### src/rtl/frv_masked_bitwise_seq.sv
// Issue/retire sequencer for the masked bitwise unit: latches a two-share request and fresh
// randomness, drives the unit from registers, captures the selected result and hands it back.
module frv_masked_bitwise_seq #(
    parameter int unsigned BIT_WIDTH = 32
) (
    input  logic                   g_clk,
    input  logic                   g_resetn,
    input  logic                   flush,
    input  logic                   i_valid,
    output logic                   o_ready,
    input  logic [1:0]             i_op,
    input  logic [BIT_WIDTH-1:0]   i_a0,
    input  logic [BIT_WIDTH-1:0]   i_a1,
    input  logic [BIT_WIDTH-1:0]   i_b0,
    input  logic [BIT_WIDTH-1:0]   i_b1,
    input  logic                   rng_valid,
    output logic                   rng_ack,
    input  logic [4*BIT_WIDTH-1:0] rng_z,
    output logic                   bw_ena,
    output logic [BIT_WIDTH-1:0]   bw_remask0,
    output logic [BIT_WIDTH-1:0]   bw_remask1,
    output logic [BIT_WIDTH-1:0]   bw_remask2,
    output logic [BIT_WIDTH-1:0]   bw_remask3,
    output logic [BIT_WIDTH-1:0]   bw_a0,
    output logic [BIT_WIDTH-1:0]   bw_a1,
    output logic [BIT_WIDTH-1:0]   bw_b0,
    output logic [BIT_WIDTH-1:0]   bw_b1,
    input  logic                   bw_rdy,
    input  logic [BIT_WIDTH-1:0]   bw_and0,
    input  logic [BIT_WIDTH-1:0]   bw_and1,
    input  logic [BIT_WIDTH-1:0]   bw_xor0,
    input  logic [BIT_WIDTH-1:0]   bw_xor1,
    input  logic [BIT_WIDTH-1:0]   bw_ior0,
    input  logic [BIT_WIDTH-1:0]   bw_ior1,
    input  logic [BIT_WIDTH-1:0]   bw_not0,
    input  logic [BIT_WIDTH-1:0]   bw_not1,
    output logic                   o_valid,
    input  logic                   i_ready,
    output logic [BIT_WIDTH-1:0]   o_r0,
    output logic [BIT_WIDTH-1:0]   o_r1,
    output logic                   busy
);

    localparam logic [1:0] OpAnd = 2'b00;
    localparam logic [1:0] OpIor = 2'b01;
    localparam logic [1:0] OpXor = 2'b10;
    localparam logic [1:0] OpNot = 2'b11;

    typedef enum logic [1:0] {StIdle, StLoad, StExec, StDone} state_e;

    state_e state_q, state_d;

    logic [1:0]           op_q, op_d;
    logic [BIT_WIDTH-1:0] a0_q, a0_d, a1_q, a1_d, b0_q, b0_d, b1_q, b1_d;
    logic [BIT_WIDTH-1:0] z0_q, z0_d, z1_q, z1_d, z2_q, z2_d, z3_q, z3_d;
    logic [BIT_WIDTH-1:0] r0_q, r0_d, r1_q, r1_d;

    logic accept, rng_take, capture, retire;

    always_ff @(posedge g_clk or negedge g_resetn) begin
        if (!g_resetn) begin
            state_q <= StIdle;
        end else begin
            state_q <= state_d;
        end
    end

    always_comb begin
        state_d = state_q;
        unique case (state_q)
            StIdle: if (i_valid)   state_d = StLoad;
            StLoad: if (rng_valid) state_d = StExec;
            StExec: if (bw_rdy)    state_d = StDone;
            StDone: if (i_ready)   state_d = StIdle;
            default:               state_d = StIdle;
        endcase
        if (flush) begin
            state_d = StIdle;
        end
    end

    always_comb begin
        o_ready  = (state_q == StIdle) & ~flush;
        rng_ack  = (state_q == StLoad) & rng_valid & ~flush;
        bw_ena   = (state_q == StExec);
        o_valid  = (state_q == StDone);
        busy     = (state_q != StIdle);
        accept   = i_valid & o_ready;
        rng_take = rng_ack;
        capture  = (state_q == StExec) & bw_rdy & ~flush;
        retire   = o_valid & i_ready & ~flush;
    end

    // IOR is computed by the unit as ~(~a & ~b), so the second shares are inverted at latch time.
    always_comb begin
        op_d = op_q;
        a0_d = a0_q;
        a1_d = a1_q;
        b0_d = b0_q;
        b1_d = b1_q;
        z0_d = z0_q;
        z1_d = z1_q;
        z2_d = z2_q;
        z3_d = z3_q;
        r0_d = r0_q;
        r1_d = r1_q;
        if (flush || retire) begin
            op_d = '0;
            a0_d = '0;
            a1_d = '0;
            b0_d = '0;
            b1_d = '0;
            z0_d = '0;
            z1_d = '0;
            z2_d = '0;
            z3_d = '0;
            r0_d = '0;
            r1_d = '0;
        end else begin
            if (accept) begin
                op_d = i_op;
                a0_d = i_a0;
                b0_d = i_b0;
                a1_d = (i_op == OpIor) ? ~i_a1 : i_a1;
                b1_d = (i_op == OpIor) ? ~i_b1 : i_b1;
            end
            if (rng_take) begin
                z0_d = rng_z[0*BIT_WIDTH +: BIT_WIDTH];
                z1_d = rng_z[1*BIT_WIDTH +: BIT_WIDTH];
                z2_d = rng_z[2*BIT_WIDTH +: BIT_WIDTH];
                z3_d = rng_z[3*BIT_WIDTH +: BIT_WIDTH];
            end
            if (capture) begin
                unique case (op_q)
                    OpAnd: begin r0_d = bw_and0; r1_d = bw_and1; end
                    OpIor: begin r0_d = bw_ior0; r1_d = bw_ior1; end
                    OpXor: begin r0_d = bw_xor0; r1_d = bw_xor1; end
                    OpNot: begin r0_d = bw_not0; r1_d = bw_not1; end
                    default: begin r0_d = '0; r1_d = '0; end
                endcase
            end
        end
    end

    always_ff @(posedge g_clk or negedge g_resetn) begin
        if (!g_resetn) begin
            op_q <= '0;
            a0_q <= '0;
            a1_q <= '0;
            b0_q <= '0;
            b1_q <= '0;
            z0_q <= '0;
            z1_q <= '0;
            z2_q <= '0;
            z3_q <= '0;
            r0_q <= '0;
            r1_q <= '0;
        end else begin
            op_q <= op_d;
            a0_q <= a0_d;
            a1_q <= a1_d;
            b0_q <= b0_d;
            b1_q <= b1_d;
            z0_q <= z0_d;
            z1_q <= z1_d;
            z2_q <= z2_d;
            z3_q <= z3_d;
            r0_q <= r0_d;
            r1_q <= r1_d;
        end
    end

    assign bw_a0      = a0_q;
    assign bw_a1      = a1_q;
    assign bw_b0      = b0_q;
    assign bw_b1      = b1_q;
    assign bw_remask0 = z0_q;
    assign bw_remask1 = z1_q;
    assign bw_remask2 = z2_q;
    assign bw_remask3 = z3_q;
    assign o_r0       = r0_q;
    assign o_r1       = r1_q;

endmodule

### config.mk
export PLATFORM = sky130hd
export DESIGN_NAME = frv_masked_bitwise_seq
export DESIGN_NICKNAME = d
export VERILOG_FILES = /design/src/rtl/frv_masked_bitwise_seq.sv
export SDC_FILE = /design/constraint.sdc
export NUM_CORES = 1
export LEC_CHECK = 0
export BUFFER_PORTS_ARGS = -buffer_cell sky130_fd_sc_hd__buf_2
export CAP_MARGIN = 20
export CORE_AREA = 5 5 322 324
export DETAILED_ROUTE_END_ITERATION = 8
export DIE_AREA = 0 0 327 329
export GPL_TIMING_DRIVEN = 0
export PLACE_DENSITY_LB_ADDON = 0.12
export SYNTH_ARGS = -nofsm -noshare
export SYNTH_HDL_FRONTEND = slang
export SYNTH_SLANG_ARGS = --single-unit
### constraint.sdc
create_clock -name g_clk -period 5 [get_ports g_clk]
set_input_delay 0 -clock g_clk [delete_from_list [all_inputs] [get_ports g_clk]]
set_output_delay 0 -clock g_clk [all_outputs]
set_load 0.005 [all_outputs]
Word level (Yosys, flattened, before mapping)
Cells that the tools add are included.
{ "op_classes": {"n_reduce_logical": 8, "bitwise_logic": 11, "mux": 32, "n_eq_ne": 11} }
{ "ops": {"columns": ["op", "n"], "rows": [
  ["32-bit 2-to-1 mux", 22],
  ["32-bit case mux with 4 select lines", 2],
  ["32-bit NOT", 2],
  ["2-bit 2-to-1 mux", 7],
  ["1-bit bitwise AND", 8],
  ["2-bit equality test (second input constant)", 4],
  ["2-bit case mux with 4 select lines", 1],
  ["2-bit nonzero test", 4],
  ["2-bit by 1-bit equality test with 1-bit output (second input constant)", 3],
  ["3-bit by 2-bit != test with 1-bit output (second input constant)", 2],
  ["3-bit != test (second input constant)", 2],
  ["2-bit logical NOT", 2],
  ["4-bit AND reduction", 1],
  ["1-bit logical OR", 1],
  ["1-bit NOT", 1]
]} }
{ "totals": {"reg_bits": 324, "input_bits": 521, "word_cells": 74} }

Longest topological paths before layout
{ "depth": {"ltp_word": 5, "mapped_depth": 8, "ltp_nobuf": 6} }

Worst setup path before layout
Ideal clock, no wire load.
{ "synth_path": {"path_kind": "register to register", "start": "register state_q[0]", "end": "register a1_q[0] (netlist: bw_a1[0])", "arrival_ns": 1.433, "t_required_ns": 4.858, "synth_period_minus_slack_ns": 1.575, "path_stages_with_launch": 8, "setup_time_ns": 0.142, "path_slack_ns": 3.425, "path_cell_list": "dfrtp_1 inv_1 ha_1 and2_1 buf_2 buf_2 clkbuf_1 a211oi_1"} }
{ "synth_between": {"elab_chain_len": 5, "elab_cells_between_ends": 9} }
{ "synth_rtl": {"columns": ["element", "line", "source"], "rows": [
  ["from (decl)", "51", "state_e state_q, state_d;"],
  ["from (signal assigned)", "62", "state_q <= StIdle;"],
  ["from (signal assigned)", "64", "state_q <= state_d;"],
  ["2-bit equality test", "86", "o_valid = (state_q == StDone);"],
  ["1-bit bitwise AND (2 in a row)", "91", "retire = o_valid & i_ready & ~flush;"],
  ["1-bit logical OR", "107", "if (flush || retire) begin"],
  ["32-bit 2-to-1 mux / 2-bit nonzero test (equally long branches)", null, null],
  ["to (signal assigned)", "149", "a1_q <= '0;"],
  ["to (signal assigned)", "161", "a1_q <= a1_d;"],
  ["to (decl)", "54", "logic [BIT_WIDTH-1:0] a0_q, a0_d, a1_q, a1_d, b0_q, b0_d, b1_q, b1_d;"]
]} }
Several ways; a longest one is shown, not always the timed one.
A chain may end at the register's enable or synchronous reset.

Final worst setup path
{ "layout_path": {"start": "register state_q[0]", "end": "register state_q[0]"} }
{ "layout_between": {"elab_chain_len": 3, "elab_cells_between_ends": 11} }
{ "layout_rtl": {"columns": ["element", "line", "source"], "rows": [
  ["2-bit equality test, or another cell as far along", "70", "unique case (state_q)"],
  ["3-bit by 2-bit != test with 1-bit output (no source line), or another cell as far along", null, null],
  ["4-bit AND reduction (no source line) / 2-bit 2-to-1 mux (equally long branches)", null, null]
]} }
Several ways; a longest one is shown, not always the timed one.

==> impl_summary.log <==
[metrics] count of synthesis-stage warnings from yosys: 0
[metrics] DRC violation count after routing: 0
[metrics] Sink Count: 324
[metrics] startpoint class of the critical path: flop
[metrics] mux share of post-synthesis cell area: ~9.9%
[metrics] leftover overflow at the end of global routing: 0
[metrics] net count reported at finish: about 3200
[metrics] Unique masters post-synth: 24
[metrics] post-CTS setup buffer count: 0
[metrics] final cell area excluding filler cells: around 26000 um2
[metrics] clock buffers created by TritonCTS: 44
[metrics] unrepaired setup endpoints after global routing: false
[metrics] IO Pins: approximately 850
[metrics] half-perimeter wire length after detailed placement: roughly 63000 um
[metrics] Syn Nets: approximately 1900
[metrics] # resized after CTS: 0
[metrics] standard-cell row count: ~120
[metrics] Netlist Area Pre-Place: around 15000 um2
[metrics] launching instance or port of the critical path: state_q[0]$_DFFE_PN0P_
[metrics] power per cell area: approximately 380 nW/um2
[metrics] f_max: about 370 MHz
[metrics] slew margin rel.: a little under half
[metrics] length in cells of the worst reg-to-reg path: 7
[metrics] area fraction in compound gates after synthesis: 14.0%
[metrics] RePlAce Congestion: 0.935
[metrics] largest net degree at the start of global routing: roughly 100
[metrics] number of filler instances in the final layout: approximately 11000
[metrics] Die Outline Area: between 100000 and 150000 um2
[metrics] Reg-to-Reg Start: state_q[0]$_DFFE_PN0P_
[metrics] classification of the worst setup path: flop to flop
[metrics] Adder-Cell Fraction of Synth Area: 0.427%
[metrics] portion of the post-synthesis area used by sequential elements: between 50% and 60%
[metrics] post-route ant nets: 0
[metrics] worst-case clock buffer depth: 3
[metrics] XOR/XNOR Fraction of Synth Area: about 3.8%
[metrics] share of the cycle needed by the critical path after routing: 53.4%
[metrics] Initial Utilization: 14.5%
[metrics] area of the placeable core: 101000 um2
[metrics] detailed-route via count: roughly 15000
[metrics] total wire length after detailed routing: ~79000 um
[metrics] Iteration-0 DRC Markers: about 510
[metrics] Critical Path RT: 5460 ps
[metrics] share of final-layout standard cells stronger than drive strength 1: 39.2%
[metrics] port buffer count: roughly 850
[metrics] number of antenna violations at the first check in global routing: 9
[metrics] average cell area after synthesis: about 11 um2
[metrics] terminus of the critical flop-to-flop path: state_q[0]$_DFFE_PN0P_
[metrics] clock edge transition at the registers on the reported setup and hold paths: roughly 60 ps
[metrics] maximum level of the CTS H-tree: 2
[metrics] final setup vio count: 0
[metrics] area share of the largest cell type after synthesis: 55.4%
[metrics] vias in the first global route: approximately 17000
[metrics] simple-gate portion of the synthesized area: between 10% and 20%
[metrics] total count of hold-check failures in the final report: 0
[metrics] placement-stage cell area: 20600 um2
[metrics] area used by sequential logic in the layout: slightly above 8000 um2
[metrics] largest family of logic cells by synthesized area: compound AO/OA/AOI/OAI gates
[metrics] number of maximum-capacitance constraint violations: 0
[metrics] worst slew pin tran: roughly 800 ps
[metrics] number of synthesized register bits: between 300 and 400
[metrics] Worst Setup EP: state_q[0]$_DFFE_PN0P_
[metrics] cell total after placement: 3531
[metrics] biggest area contributors in the synthesized netlist: sky130_fd_sc_hd__dfrtp_1 55%, sky130_fd_sc_hd__nand2_1 10%, sky130_fd_sc_hd__mux4_2 9.8%
[metrics] overall fraction of global-route tracks in use: about 14%
[metrics] Yosys top cell by area: sky130_fd_sc_hd__dfrtp_1
[metrics] register-to-register path setup slack: 2330 ps
[metrics] first-pass GRT wire length: ~110000 um
[metrics] type of the most critical hold path: input port to flop
[metrics] area of combinational cells with multiple inputs: about 5900 um2
[metrics] Via density: 3.86
[metrics] Hold WS: 109 ps
[metrics] final critical delay including setup and external delays: about 2700 ps
[metrics] IR Drop Worst-Case VDD: 222 uV
[metrics] routed length per instance: approximately 20 um
[metrics] horizontal extent of the die: about 330 um
[metrics] Pleak: about 13 nW
[metrics] signed area change from the synthesized netlist to the final layout: 78.3%
[metrics] outcome: complete, no violations
[metrics] overall die height: approximately 330 um
[metrics] clk root buf: sky130_fd_sc_hd__clkbuf_16
[metrics] non-filler instance count after layout: about 4000
[metrics] Syn Inst Count: approximately 1400
[metrics] type of destination of the critical path: flop
[metrics] data arrival time of the worst path: roughly 3100 ps
[metrics] final-report max-slew violation count: 0
[metrics] crit path max fanout: 4
[metrics] clock latency on the worst-skew pair: approximately 600 ps
[metrics] Initial DRT Pass Iterations: 5
[metrics] post-route clock skew: around 26 ps
[metrics] TritonCTS clock tree: done
stage by stage:
step | setup TNS [ps] | power [mW] | setup slack, ps | util, %
final | 0 | 9.99 | 2330 | 25.9
after global routing | 0 | 10.7 | 1980 | 25.9
after CTS | 0 | 10.3 | 1970 | 25.9
after detailed placement | 0 | 6.52 | 1990 | 20.5
after global placement | -996050 | 6.49 | -3150 | 20.3
after floorplan | 0 | 4.87 | 3420 | -
cell usage after synthesis:
library cell and number:
sky130_fd_sc_hd__a211oi_1 65, sky130_fd_sc_hd__a21o_1 1, sky130_fd_sc_hd__a21oi_1 194, sky130_fd_sc_hd__a21oi_4 1, sky130_fd_sc_hd__a22o_1 64, sky130_fd_sc_hd__and2_1 2, sky130_fd_sc_hd__buf_1 2, sky130_fd_sc_hd__buf_2 62
sky130_fd_sc_hd__buf_4 2, sky130_fd_sc_hd__buf_6 12, sky130_fd_sc_hd__clkbuf_1 41, sky130_fd_sc_hd__dfrtp_1 324, sky130_fd_sc_hd__ha_1 5, sky130_fd_sc_hd__inv_1 3, sky130_fd_sc_hd__mux2i_1 1, sky130_fd_sc_hd__mux4_2 64
sky130_fd_sc_hd__nand2_1 391, sky130_fd_sc_hd__nand2b_1 3, sky130_fd_sc_hd__nor2_1 67, sky130_fd_sc_hd__nor2_4 1, sky130_fd_sc_hd__nor2b_1 1, sky130_fd_sc_hd__nor3_1 1, sky130_fd_sc_hd__o2111ai_1 1, sky130_fd_sc_hd__xnor2_1 64
final cells by class:
| class | instances | area share, % |
|---|---|---|
| inverters | 3 | 0.0431 |
| repair buffers | 1249 | 32.0 |
| flip-flops and latches | 324 | 31.1 |
| clock buffers | 68 | 4.98 |
| multi-input cells | 926 | 22.6 |
| plain buffers | 119 | 2.38 |
| clock inverters | 10 | 0.604 |
| well taps | 1309 | 6.27 |
| diodes | 5 | 0.0479 |
worst min path at each step:
stage,slack [ps],cells after the start,endpoint,from
2_1_floorplan,-300,0,bw_a0[0]$_DFFE_PN0P_,g_resetn
3_3_place_gp,240,3,bw_b0[29]$_DFFE_PN0P_,i_b0[29]
3_5_place_dp,-90,1,bw_remask1[9]$_DFFE_PN0P_,g_resetn
4_1_cts,70,4,o_r0[17]$_DFFE_PN0P_,bw_rdy
5_1_grt,120,4,o_r0[17]$_DFFE_PN0P_,bw_rdy
6_report,110,5,bw_remask3[2]$_DFFE_PN0P_,rng_valid
cells in the final DEF (no fill, tap or decap):
cell,synthesis,layout
sky130_fd_sc_hd__a21oi_1,194,194
sky130_fd_sc_hd__nand2b_1,3,3
sky130_fd_sc_hd__bufinv_16,0,3
sky130_fd_sc_hd__xnor2_1,64,64
sky130_fd_sc_hd__buf_1,2,2
sky130_fd_sc_hd__clkinv_2,0,4
sky130_fd_sc_hd__a22o_1,64,64
sky130_fd_sc_hd__dlygate4sd3_1,0,398
sky130_fd_sc_hd__ha_1,5,5
sky130_fd_sc_hd__buf_8,0,3
sky130_fd_sc_hd__clkbuf_8,0,11
sky130_fd_sc_hd__a21oi_4,1,1
sky130_fd_sc_hd__clkinv_16,0,1
sky130_fd_sc_hd__nand2_1,391,391
sky130_fd_sc_hd__and2_1,2,2
sky130_fd_sc_hd__buf_4,2,2
sky130_fd_sc_hd__dfrtp_1,324,324
sky130_fd_sc_hd__inv_6,0,2
sky130_fd_sc_hd__clkbuf_16,0,44
sky130_fd_sc_hd__a211oi_1,65,65
sky130_fd_sc_hd__clkbuf_1,41,54
sky130_fd_sc_hd__o2111ai_1,1,1
sky130_fd_sc_hd__diode_2,0,5
sky130_fd_sc_hd__inv_1,3,3
sky130_fd_sc_hd__buf_16,0,3
sky130_fd_sc_hd__nor2_1,67,67
sky130_fd_sc_hd__nor2_4,1,1
sky130_fd_sc_hd__buf_6,12,12
sky130_fd_sc_hd__nor2b_1,1,1
sky130_fd_sc_hd__buf_2,62,906
sky130_fd_sc_hd__nor3_1,1,1
sky130_fd_sc_hd__mux4_2,64,64
sky130_fd_sc_hd__buf_12,0,1
sky130_fd_sc_hd__mux2i_1,1,1
sky130_fd_sc_hd__a21o_1,1,1
cell families after synthesis:
kind of cell               Yosys count
AOI/OAI and AO/OA                  326
buffers and inverters              122
muxes                               65
DFF                                324
xor gates and xnor gates            64
adders and majority gates            5
and+or+nand+nor                    466
report_power, final:
group	total [mW]	switching (mW)	leakage, nW	internal [mW]
registers	3.35	0.261	4.42	3.09
logic	3.43	1.90	7.44	1.53
clock network	3.21	1.27	0.715	1.94
what timing repair did:
item                                   in CTS  in global routing
endpoints found under the hold margin     547                  0
hold buffers                              399                  0
setup endpoints to repair                   0                  0
registers in the layout (all words and copies together), names as in the netlist:
name / flops
bw_a0: 32
bw_a1: 32
bw_b0: 32
bw_b1: 32
bw_remask0: 32
bw_remask1: 32
bw_remask2: 32
bw_remask3: 32
o_r0: 32
o_r1: 32
op_q: 2
state_q: 2
layer usage:
layer | track usage, % | wire (um) | up-vias
met4 | 4.81 | 2910 | 4
met5 | 0 | 27 | -
met2 | 25.6 | 40200 | 591
met1 | 15.2 | 29800 | 7443
met3 | 4.80 | 6440 | 127
li1 | - | - | 7318
worst max-delay path: stages (launching register included):
cell and delay [ps]:
sky130_fd_sc_hd__dfrtp_1 400, sky130_fd_sc_hd__inv_1 140, sky130_fd_sc_hd__ha_1 290, sky130_fd_sc_hd__inv_1 160
sky130_fd_sc_hd__o2111ai_1 340, sky130_fd_sc_hd__dlygate4sd3_1 610, sky130_fd_sc_hd__a211oi_1 70, sky130_fd_sc_hd__dlygate4sd3_1 560
(Power assumes the default switching activity.)
